$ cat config.mk
export PLATFORM = sky130hd
export DESIGN_NAME = clip_sequencer_flat
export DESIGN_NICKNAME = d
export VERILOG_FILES = /design/src/rtl/clip_sequencer_pkg.sv /design/src/rtl/clip_sequencer_if.sv /design/src/rtl/clip_sequencer_command_edge_detect.sv /design/src/rtl/clip_sequencer.sv /design/src/flat_wrapper.sv
export SDC_FILE = /design/constraint.sdc
export NUM_CORES = 1
export LEC_CHECK = 0
export BUFFER_PORTS_ARGS = -buffer_cell sky130_fd_sc_hd__buf_2
export CORE_UTILIZATION = 40
export DETAILED_ROUTE_END_ITERATION = 10
export PLACE_DENSITY = 0.65
export SYNTH_ARGS = -nofsm -noshare
export SYNTH_HDL_FRONTEND = slang
export SYNTH_SLANG_ARGS = --single-unit
export TNS_END_PERCENT = 100
$ cat constraint.sdc
create_clock -name clock_i -period 4.6 [get_ports clock_i]
set_clock_uncertainty 0.05 [all_clocks]
set_input_delay 0.69 -clock clock_i [delete_from_list [all_inputs] [get_ports clock_i]]
set_output_delay 0.69 -clock clock_i [all_outputs]
set_load 0.01 [all_outputs]
$ cat src/rtl/clip_sequencer_pkg.sv
// clip_seq_pkg: shared types and widths for the two-clip record/playback sequencer
package clip_seq_pkg;
  localparam int NUM_CLIPS = 2;
  localparam int DEF_WORD_LENGTH = 16;
  localparam int DEF_ADDR_WIDTH = 17;
  localparam int DEF_DEPTH = 131072;
  typedef enum logic [2:0] {IDLE, REC, REC_WRITE, PLAY_LOAD, PLAY_RUN} state_t;
  typedef logic clip_t;
  typedef logic [DEF_ADDR_WIDTH-1:0] addr_t;
  typedef logic [DEF_ADDR_WIDTH:0] len_t;
endpackage

$ cat src/rtl/clip_sequencer_if.sv
// clip_sequencer_if: commands, (de)serializer handshake and BRAM port of the sequencer
interface clip_sequencer_if
  import clip_seq_pkg::*;
#(
  parameter int WORD_LENGTH = DEF_WORD_LENGTH,
  parameter int ADDR_WIDTH = DEF_ADDR_WIDTH
);
  logic play_command, record_command;
  clip_t play_clip_select, record_clip_select;
  logic deserializer_done, deserializer_enable;
  logic [WORD_LENGTH-1:0] deserializer_data;
  logic serializer_done, serializer_enable;
  logic [WORD_LENGTH-1:0] serializer_data;
  logic [ADDR_WIDTH-1:0] memory_address;
  logic memory_write, memory_bank;
  logic [WORD_LENGTH-1:0] memory_write_data, memory_read_data;
  logic [3:0] play_clip, record_clip;
  logic busy;
  modport master (
    input play_command, record_command, play_clip_select, record_clip_select,
    input deserializer_done, deserializer_data, serializer_done, memory_read_data,
    output deserializer_enable, serializer_enable, serializer_data, memory_address,
    output memory_write, memory_write_data, memory_bank, play_clip, record_clip, busy
  );
  modport slave (
    output play_command, record_command, play_clip_select, record_clip_select,
    output deserializer_done, deserializer_data, serializer_done, memory_read_data,
    input deserializer_enable, serializer_enable, serializer_data, memory_address,
    input memory_write, memory_write_data, memory_bank, play_clip, record_clip, busy
  );
endinterface

$ cat src/rtl/clip_sequencer_command_edge_detect.sv
// command_edge_detect: registers a command level and flags its rising and falling edges
module command_edge_detect (
  input logic clock_i,
  input logic reset_i,
  input logic level,
  output logic rise,
  output logic fall
);
  logic prev;
  always_ff @(posedge clock_i or negedge reset_i)
    if (!reset_i) prev <= 1'b0;
    else prev <= level;
  assign rise = level & ~prev;
  assign fall = ~level & prev;
endmodule

$ cat src/rtl/clip_sequencer.sv
// clip_sequencer: moves samples deserializer -> BRAM bank on record and BRAM bank -> serializer on play
module clip_sequencer
  import clip_seq_pkg::*;
#(
  parameter int WORD_LENGTH = DEF_WORD_LENGTH,
  parameter int ADDR_WIDTH = DEF_ADDR_WIDTH,
  parameter int DEPTH = DEF_DEPTH,
  parameter int READ_LATENCY = 1
) (
  input logic clock_i,
  input logic reset_i,
  clip_sequencer_if.master bus
);
  localparam int CW = $clog2(READ_LATENCY + 2);
  state_t state, state_n;
  clip_t bank, bank_n, play_clip, record_clip;
  logic [ADDR_WIDTH-1:0] addr, addr_n;
  logic [ADDR_WIDTH:0] len [NUM_CLIPS];
  logic [ADDR_WIDTH:0] commit_len;
  logic [WORD_LENGTH-1:0] wdata, wdata_n, sdata, sdata_n;
  logic [CW-1:0] cnt, cnt_n;
  logic ser_en, ser_en_n, stop_pend, stop_pend_n, commit, stop;
  logic play_rise, play_fall, rec_rise, rec_fall;

  command_edge_detect u_play (.clock_i, .reset_i, .level(bus.play_command), .rise(play_rise), .fall(play_fall));
  command_edge_detect u_rec (.clock_i, .reset_i, .level(bus.record_command), .rise(rec_rise), .fall(rec_fall));

  always_comb begin
    state_n = state;
    addr_n = addr;
    bank_n = bank;
    wdata_n = wdata;
    sdata_n = sdata;
    cnt_n = cnt;
    ser_en_n = ser_en;
    stop_pend_n = 1'b0;
    commit = 1'b0;
    commit_len = '0;
    // a stop that lands while a sample is in flight is held until the write completes
    stop = rec_fall | stop_pend;
    case (state)
      IDLE:
        if (rec_rise) begin
          bank_n = bus.record_clip_select;
          state_n = REC;
        end else if (play_rise & ~play_fall) begin
          bank_n = bus.play_clip_select;
          cnt_n = '0;
          state_n = len[bus.play_clip_select] != '0 ? PLAY_LOAD : IDLE;
        end
      REC:
        if (bus.deserializer_done) begin
          wdata_n = bus.deserializer_data;
          stop_pend_n = stop;
          state_n = REC_WRITE;
        end else if (stop) begin
          commit = 1'b1;
          commit_len = {1'b0, addr};
          addr_n = '0;
          state_n = IDLE;
        end
      REC_WRITE:
        if (addr == ADDR_WIDTH'(DEPTH - 1)) begin
          commit = 1'b1;
          commit_len = (ADDR_WIDTH + 1)'(DEPTH);
          addr_n = '0;
          state_n = IDLE;
        end else begin
          addr_n = addr + 1'b1;
          stop_pend_n = stop;
          state_n = REC;
        end
      PLAY_LOAD:
        if (cnt == CW'(READ_LATENCY)) begin
          sdata_n = bus.memory_read_data;
          ser_en_n = 1'b1;
          state_n = PLAY_RUN;
        end else cnt_n = cnt + 1'b1;
      PLAY_RUN:
        if (bus.serializer_done) begin
          if ({1'b0, addr} + 1'b1 == len[bank]) begin
            ser_en_n = 1'b0;
            addr_n = '0;
            state_n = IDLE;
          end else begin
            addr_n = addr + 1'b1;
            cnt_n = '0;
            state_n = PLAY_LOAD;
          end
        end
      default: state_n = IDLE;
    endcase
  end

  always_ff @(posedge clock_i or negedge reset_i)
    if (!reset_i) begin
      state <= IDLE;
      addr <= '0;
      bank <= '0;
      wdata <= '0;
      sdata <= '0;
      cnt <= '0;
      ser_en <= 1'b0;
      stop_pend <= 1'b0;
      play_clip <= '0;
      record_clip <= '0;
      len <= '{default: '0};
    end else begin
      state <= state_n;
      addr <= addr_n;
      bank <= bank_n;
      wdata <= wdata_n;
      sdata <= sdata_n;
      cnt <= cnt_n;
      ser_en <= ser_en_n;
      stop_pend <= stop_pend_n;
      if (commit) len[bank] <= commit_len;
      if (state == IDLE) begin
        play_clip <= bus.play_clip_select;
        record_clip <= bus.record_clip_select;
      end
    end

  assign bus.deserializer_enable = state == REC || state == REC_WRITE;
  assign bus.memory_write = state == REC_WRITE;
  assign bus.memory_write_data = wdata;
  assign bus.memory_address = addr;
  assign bus.memory_bank = bank;
  assign bus.serializer_enable = ser_en;
  assign bus.serializer_data = sdata;
  assign bus.play_clip = {3'b0, play_clip};
  assign bus.record_clip = {3'b0, record_clip};
  assign bus.busy = state != IDLE;
endmodule

$ cat src/flat_wrapper.sv
// flat-port wrapper written by rule: the top's interface ports become plain ports
module clip_sequencer_flat import clip_seq_pkg::*;
#(
  parameter int WORD_LENGTH = DEF_WORD_LENGTH,
  parameter int ADDR_WIDTH = DEF_ADDR_WIDTH,
  parameter int DEPTH = DEF_DEPTH,
  parameter int READ_LATENCY = 1
)
  (clock_i, reset_i, bus_play_command, bus_record_command, bus_play_clip_select, bus_record_clip_select, bus_deserializer_done, bus_deserializer_data, bus_serializer_done, bus_memory_read_data, bus_deserializer_enable, bus_serializer_enable, bus_serializer_data, bus_memory_address, bus_memory_write, bus_memory_write_data, bus_memory_bank, bus_play_clip, bus_record_clip, bus_busy);
  clip_sequencer_if #(.WORD_LENGTH(WORD_LENGTH), .ADDR_WIDTH(ADDR_WIDTH)) bus_i ();
  input logic clock_i;
  input logic reset_i;
  input wire logic [$bits(bus_i.play_command)-1:0] bus_play_command;
  input wire logic [$bits(bus_i.record_command)-1:0] bus_record_command;
  input wire logic [$bits(bus_i.play_clip_select)-1:0] bus_play_clip_select;
  input wire logic [$bits(bus_i.record_clip_select)-1:0] bus_record_clip_select;
  input wire logic [$bits(bus_i.deserializer_done)-1:0] bus_deserializer_done;
  input wire logic [$bits(bus_i.deserializer_data)-1:0] bus_deserializer_data;
  input wire logic [$bits(bus_i.serializer_done)-1:0] bus_serializer_done;
  input wire logic [$bits(bus_i.memory_read_data)-1:0] bus_memory_read_data;
  output wire logic [$bits(bus_i.deserializer_enable)-1:0] bus_deserializer_enable;
  output wire logic [$bits(bus_i.serializer_enable)-1:0] bus_serializer_enable;
  output wire logic [$bits(bus_i.serializer_data)-1:0] bus_serializer_data;
  output wire logic [$bits(bus_i.memory_address)-1:0] bus_memory_address;
  output wire logic [$bits(bus_i.memory_write)-1:0] bus_memory_write;
  output wire logic [$bits(bus_i.memory_write_data)-1:0] bus_memory_write_data;
  output wire logic [$bits(bus_i.memory_bank)-1:0] bus_memory_bank;
  output wire logic [$bits(bus_i.play_clip)-1:0] bus_play_clip;
  output wire logic [$bits(bus_i.record_clip)-1:0] bus_record_clip;
  output wire logic [$bits(bus_i.busy)-1:0] bus_busy;
  assign bus_i.play_command = bus_play_command;
  assign bus_i.record_command = bus_record_command;
  assign bus_i.play_clip_select = bus_play_clip_select;
  assign bus_i.record_clip_select = bus_record_clip_select;
  assign bus_i.deserializer_done = bus_deserializer_done;
  assign bus_i.deserializer_data = bus_deserializer_data;
  assign bus_i.serializer_done = bus_serializer_done;
  assign bus_i.memory_read_data = bus_memory_read_data;
  assign bus_deserializer_enable = bus_i.deserializer_enable;
  assign bus_serializer_enable = bus_i.serializer_enable;
  assign bus_serializer_data = bus_i.serializer_data;
  assign bus_memory_address = bus_i.memory_address;
  assign bus_memory_write = bus_i.memory_write;
  assign bus_memory_write_data = bus_i.memory_write_data;
  assign bus_memory_bank = bus_i.memory_bank;
  assign bus_play_clip = bus_i.play_clip;
  assign bus_record_clip = bus_i.record_clip;
  assign bus_busy = bus_i.busy;
  clip_sequencer #(.WORD_LENGTH(WORD_LENGTH), .ADDR_WIDTH(ADDR_WIDTH), .DEPTH(DEPTH), .READ_LATENCY(READ_LATENCY)) u_core (.clock_i(clock_i), .reset_i(reset_i), .bus(bus_i));
endmodule
==> metrics.txt, run 1 <==
Max-Cap Viols=0; GRT busiest layer=met2; violated checks=design-rule violations; Slew @ Worst Pin=1.042 ns; leak pwr=2.694 nW; clk slew on worst S/H paths=0.06 ns; cts repair resizes=0; Mapped Avg Cell Area=11.13 sq um; HPWL Detailed=8236 um; Initial Utilization=41.69%; Final Wtd Congestion=0.8824; cell breakdown of the critical path=ha_1 > nand4_1 > nor3_4 > inv_1 > nor3_1 > ha_1 > xnor2_1 > nor4_1 > nand2_1 > nor4_2 > a31oi_2 > nor3_4 > a211oi_1; status=finished with violations; post-synth cell types=50; drt total wl=11,630 um; DRC Markers=4; setup bufs post-CTS=0; IO Count=102; Post-synth EDFFs=0; antenna cells=0; vias per cell=5.505; crit share post-route=83.62%; Worst R2R Setup Slack=0.75 ns; PortBufs=95; most frequent cells in the layout=dfrtp_1 (97), buf_2 (94), mux2_2 (34), a22o_1 (34), nor2_1 (31); first-pass GRT wire length=18,910 um; M3 GR Usage=3.834%; Synth Flop Type=dfrtp_1; GR Layer Usage met2=31.22%; total track usage=19.54%; area delta synth->final=16.05%; footprint of the multi-input gates=0.002177 sq mm; final hold violations=0; antenna violations before repair=0; CORE AREA=0.01161 sq mm; TritonCTS buffer count=9; fraction of layout instances using a drive strength above 1=30.13%; cts hold-fix bufs=0; Critical Path RT=4.75 ns; Final min period=3.847 ns; largest vdd supply drop=274.2 uV; Fillers=1,086; final setup fails=0; CP Launch Type=register; Max clock buf depth=2; kind of critical path=register to register; Fmax achieved=260.0 MHz; Slew Limit Fails=0; Antenna Violating Nets Remaining=0; slew margin rel.=30.19%; TritonCTS clock tree=built; first-pass iteration count of the detailed router=7; initial DRC count=171; Final #Nets=559; Die Wd=112.0 um; Max FO, Critical Path=15; PD cells=564.2 mW/mm^2; root buf cell=clkbuf_16; via count=3,655; Min-Delay Path Class=input pin to asynchronous set/reset pin; FF+latch count, synth=97; site row count=39; CTS sink cnt=97; vias in the first global route=3,623; Post-Syn Area=0.004842 sq mm; Wirelength per Cell=17.52 um; post-synthesis async set-or-reset flop share=100.0%; CP Capture Type=register; DIE AREA=0.01255 sq mm; # H-tree levels=3; CP max stage cell=nor3_4; Die Span Y=112.0 um; Clock Latency Late Sink=0.35 ns; GR Util met1=25.97%; Fin Setup TNS=0 ns; post-synthesis sequential area ratio=50.13%; GRT overflow=0; most common cell after layout, fill and taps aside=dfrtp_1; critical path data arrival time=3.99 ns; PnR Total Power=3.170 mW; Synth warnings=0; Reg area=0.002427 sq mm; RSZ-0062 raised after global routing=no; Mapped Cells=435; largest net degree at the start of global routing=58; max incr delay on CP=0.58 ns
[final timing paths]
check	start	endpoint	cells after the start
worst max-delay path	u_core.bus.memory_address[0]$_DFFE_PN0P_	u_core.bus.memory_address[4]$_DFFE_PN0P_	13
worst min-delay path	reset_i	u_core.bus.memory_write_data[7]$_DFFE_PN0P_	1
worst max register to register	u_core.bus.memory_address[0]$_DFFE_PN0P_	u_core.bus.memory_address[4]$_DFFE_PN0P_	13
worst min register to register	u_core.cnt[1]$_DFFE_PN0P_	u_core.cnt[1]$_DFFE_PN0P_	1
max in group asynchronous	reset_i	u_core.bus.memory_address[10]$_DFFE_PN0P_	2
min in group clock_i	bus_play_command	u_core.u_play.prev$_DFF_PN0_	1
[power breakdown]
part / internal, mW / switching, mW
Sequential: 1.09 / 0.182
Combinational: 0.546 / 0.642
Clock: 0.394 / 0.313
Total: 2.03 / 1.14
[stage by stage]
| stage | instance area, sq um | utilization [%] | cells | hold slack [ns] | worst slack, ns |
|---|---|---|---|---|---|
| after global routing | 5619 | 48.38 | 664 | 0.4036 | 0.4997 |
| after floorplan | 4861 | - | 440 | 0.3444 | 1.356 |
| after global placement | 5344 | 46.01 | 648 | 0.4208 | 0.9236 |
| after detailed placement | 5344 | 46.01 | 648 | 0.4283 | 0.7878 |
| final | 5619 | 48.38 | 664 | 0.3339 | 0.7535 |
| after CTS | 5619 | 48.38 | 664 | 0.3741 | 0.7481 |
[critical path, delay by kind of cell, from the launching register on]
family / cells / cell delay [ns]
XOR/XNOR: 1 / 0.14
adder cells (fa/ha/maj): 2 / 0.57
AO/OA/AOI/OAI: 2 / 0.35
AND/OR/NAND/NOR: 7 / 2.00
buffers and inverters: 1 / 0.08
flip-flops: 1 / 0.50
[sequential cells by signal, summed over array words and instances, names as in the netlist, 2 cells and up]
signal and cells:
u_core.bus.memory_write_data 16, u_core.bus.serializer_data 16, u_core.cnt 2, u_core.state 3, u_core.bus.memory_address 17, u_core.len 36
[cell usage after synthesis, types with 3 or more instances]
cell type	instances	area [sq um]
dfrtp_1	97	2427
a22o_1	34	297.8
mux2_2	34	382.9
nor2_1	31	116.4
nand2_1	28	105.1
mux2i_1	21	210.2
xnor2_1	20	175.2
clkbuf_1	15	56.30
xor2_1	14	122.6
nor4_1	12	75.07
o21ai_0	12	60.06
buf_4	10	75.07
inv_1	10	37.54
nor3_1	10	50.05
a21oi_1	9	45.04
nand4_1	9	56.30
nand3_1	8	40.04
and3_1	5	31.28
buf_2	5	25.02
nand2b_1	5	31.28
or3_1	4	25.02
a31oi_1	3	18.77
buf_6	3	33.78
ha_1	3	37.54
o22ai_1	3	18.77
[cell type report]
| class | count | area share, % |
|---|---|---|
| Multi-Input combinational cell | 297 | 38.74 |
| Sequential cell | 97 | 43.20 |
| Timing Repair Buffer | 101 | 9.308 |
| Clock inverter | 3 | 0.2672 |
| Tap cell | 143 | 3.184 |
| Inverter | 10 | 0.6680 |
| Clock buffer | 13 | 4.631 |
[metal layers]
layer	up-vias	share of wire [%]
li1	1700	-
met3	20	5.4
met2	109	48
met5	-	0
met1	1826	45
met4	0	2.0
[kinds of logic (layout without fill, tap and decap cells)]
family                     Yosys count  count (layout)  share of synthesized area, %
muxes                               55              55                         12.25
DFF                                 97              97                         50.13
buffers and inverters               46             127                         5.297
AOI/OAI and AO/OA                   78              78                         11.96
other                                1               6                       0.07745
xor gates and xnor gates            34              34                         6.150
and+or+nand+nor                    121             121                         13.36
adders and majority gates            3               3                        0.7753
No activity file was read; power rests on OpenSTA's default activity.
==> run 2, diff against run 1 <==
- PLACE_DENSITY: 0.65 -> 0.67
- clock period: 4.6 -> 3.4 ns (I/O delays scaled with it)
==> metrics.txt, run 2 (same netlist as run 1, synthesis figures left out) <==
status=finished with violations; violated checks=design-rule violations; footprint of the multi-input gates=0.002200 sq mm; reg2reg end=u_core.bus.memory_address[4]$_DFFE_PN0P_; most common cell after layout, fill and taps aside=dfrtp_1; Final min period=3.103 ns; HPWL Detailed=8541 um; Slew @ Worst Pin=0.7852 ns; R2R Path Start=u_core.bus.memory_address[0]$_DFFE_PN0P_; Clk network pwr share=24.3%; Sw Ratio=34.71%; kind of critical path=register to register; leak pwr=2.809 nW; largest vdd supply drop=335.1 uV; via count=3,689; most frequent cells in the layout=dfrtp_1 (97), buf_2 (94), mux2_2 (34), a22o_1 (34), nor2_1 (31); crit share post-route=91.26%; drt total wl=11,530 um; Initial Utilization=41.69%; initial DRC count=216; GRT overflow=0; CP Capture Type=register; Max clock buf depth=2; final setup fails=0; antenna violations before repair=0; Fmax achieved=322.3 MHz; Worst R2R Setup Slack=0.30 ns; post-route design area=0.005833 sq mm; antenna cells=0; final hold slack=0.06200 ns; Max-Cap Viols=0; root buf cell=clkbuf_16; PortBufs=95; CP Launch Type=register; slew margin rel.=47.46%; site row count=39; # H-tree levels=3; setup bufs post-CTS=0; CTS sink cnt=97; total track usage=19.67%; fraction of layout instances using a drive strength above 1=32.84%; Worst R2R Path Depth=14; IO Count=102; DP Area=0.005492 sq mm; Final Wtd Congestion=0.8607; Critical Path RT=3.56 ns; area delta synth->final=20.47%; vias in the first global route=3,811; largest net degree at the start of global routing=37; Max FO, Critical Path=15; Reg area=0.002427 sq mm; Clock Latency Late Sink=0.35 ns; final hold violations=0; critical path data arrival time=3.27 ns; sequential share of power=37.5%; first-pass GRT wire length=19,260 um; PD cells=768.6 mW/mm^2; Wirelength per Cell=16.91 um; CORE AREA=0.01161 sq mm; PnR Total Power=4.483 mW; Final #Nets=577; Die Span Y=112.0 um; final core occ=50.23%; Biggest register=u_core.len; Die Wd=112.0 um; vias per cell=5.409; internal power=2.927 mW; number of flip-flops in the largest register=36; clk slew on worst S/H paths=0.07 ns; first-pass iteration count of the detailed router=7; Min-Delay Path Class=input pin to asynchronous set/reset pin; TritonCTS buffer count=9; TritonCTS clock tree=built; Comb pwr share=38.2%; Slew Limit Fails=0; Fillers=1,062; Antenna Violating Nets Remaining=0; DIE AREA=0.01255 sq mm; Switch Pwr=1.556 mW; DRC Markers=3
-- run 2: changes by cell type in the layout (fill, tap and decap cells not counted), moves of 2 or more --
cell,change
buf_4,+17
bufinv_16,+2
clkbuf_8,-2
clkinv_2,-2
-- run 2: timing repair --
action / 4_1_cts / 5_1_grt
gates resized for setup: 0 / 3
setup endpoints to repair: 0 / 19
hold buffers: 0 / 0
-- run 2: critical path, cell delays in order, from the launching register on --
cell and delay (ns):
dfrtp_1 0.35, ha_1 0.23, nand4_1 0.18, nor3_4 0.24
inv_1 0.08, nor3_2 0.21, ha_1 0.28, xnor2_1 0.13
nor4_1 0.22, nand2_1 0.12, nor4_4 0.23, a31oi_4 0.17
nor3_4 0.18, buf_4 0.22, a211oi_1 0.07
-- run 2: final cells by class --
cell class                 count  area share (%)
sequential                    97           41.61
multi-input combinational    297           37.71
timing repair buffer         119           11.50
clock buffer                  10           3.925
tap                          143           3.067
clock inverter                 6           1.544
inverter                      10          0.6435
-- run 2: worst max path at each step --
stage	start	end	slack, ns	depth (start not counted)
floorplan	u_core.bus.memory_address[0]$_DFFE_PN0P_	u_core.bus.memory_address[6]$_DFFE_PN0P_	0.16	14
global placement	u_core.bus.memory_address[0]$_DFFE_PN0P_	u_core.bus.memory_address[4]$_DFFE_PN0P_	0.23	14
detailed placement	u_core.bus.memory_address[0]$_DFFE_PN0P_	u_core.bus.memory_address[4]$_DFFE_PN0P_	0.13	14
CTS	u_core.bus.memory_address[0]$_DFFE_PN0P_	u_core.bus.memory_address[4]$_DFFE_PN0P_	0.11	14
global route	u_core.bus.memory_address[0]$_DFFE_PN0P_	u_core.bus.memory_address[4]$_DFFE_PN0P_	-0.009	14
finish	u_core.bus.memory_address[0]$_DFFE_PN0P_	u_core.bus.memory_address[4]$_DFFE_PN0P_	0.30	14
-- run 2: power by group through the flow --
stage               clock, mW  combinational [mW]  sequential (mW)
global placement            0                1.68             1.68
finish                   1.09                1.71             1.68
detailed placement          0                1.71             1.70
CTS                      1.12                1.71             1.68
floorplan                   0                1.08             1.77
global route             1.16                1.86             1.72
-- run 2: routing by layer --
| layer | global-route usage (%) | part of all wire [%] | wire length, um |
|---|---|---|---|
| met4 | 8.267 | 1.8 | 212 |
| met5 | 0 | 0 | 0 |
| met1 | 24.23 | 44 | 5038 |
| met2 | 33.66 | 50 | 5715 |
| met3 | 4.050 | 4.9 | 565 |
-- run 2: stage by stage --
step,setup slack (ns),cells,setup TNS [ns]
after floorplan,0.1560,440,0
after global placement,0.2344,666,0
after detailed placement,0.1261,666,0
after CTS,0.1068,682,0
after global routing,-0.008816,682,-0.02705
final,0.2971,682,0
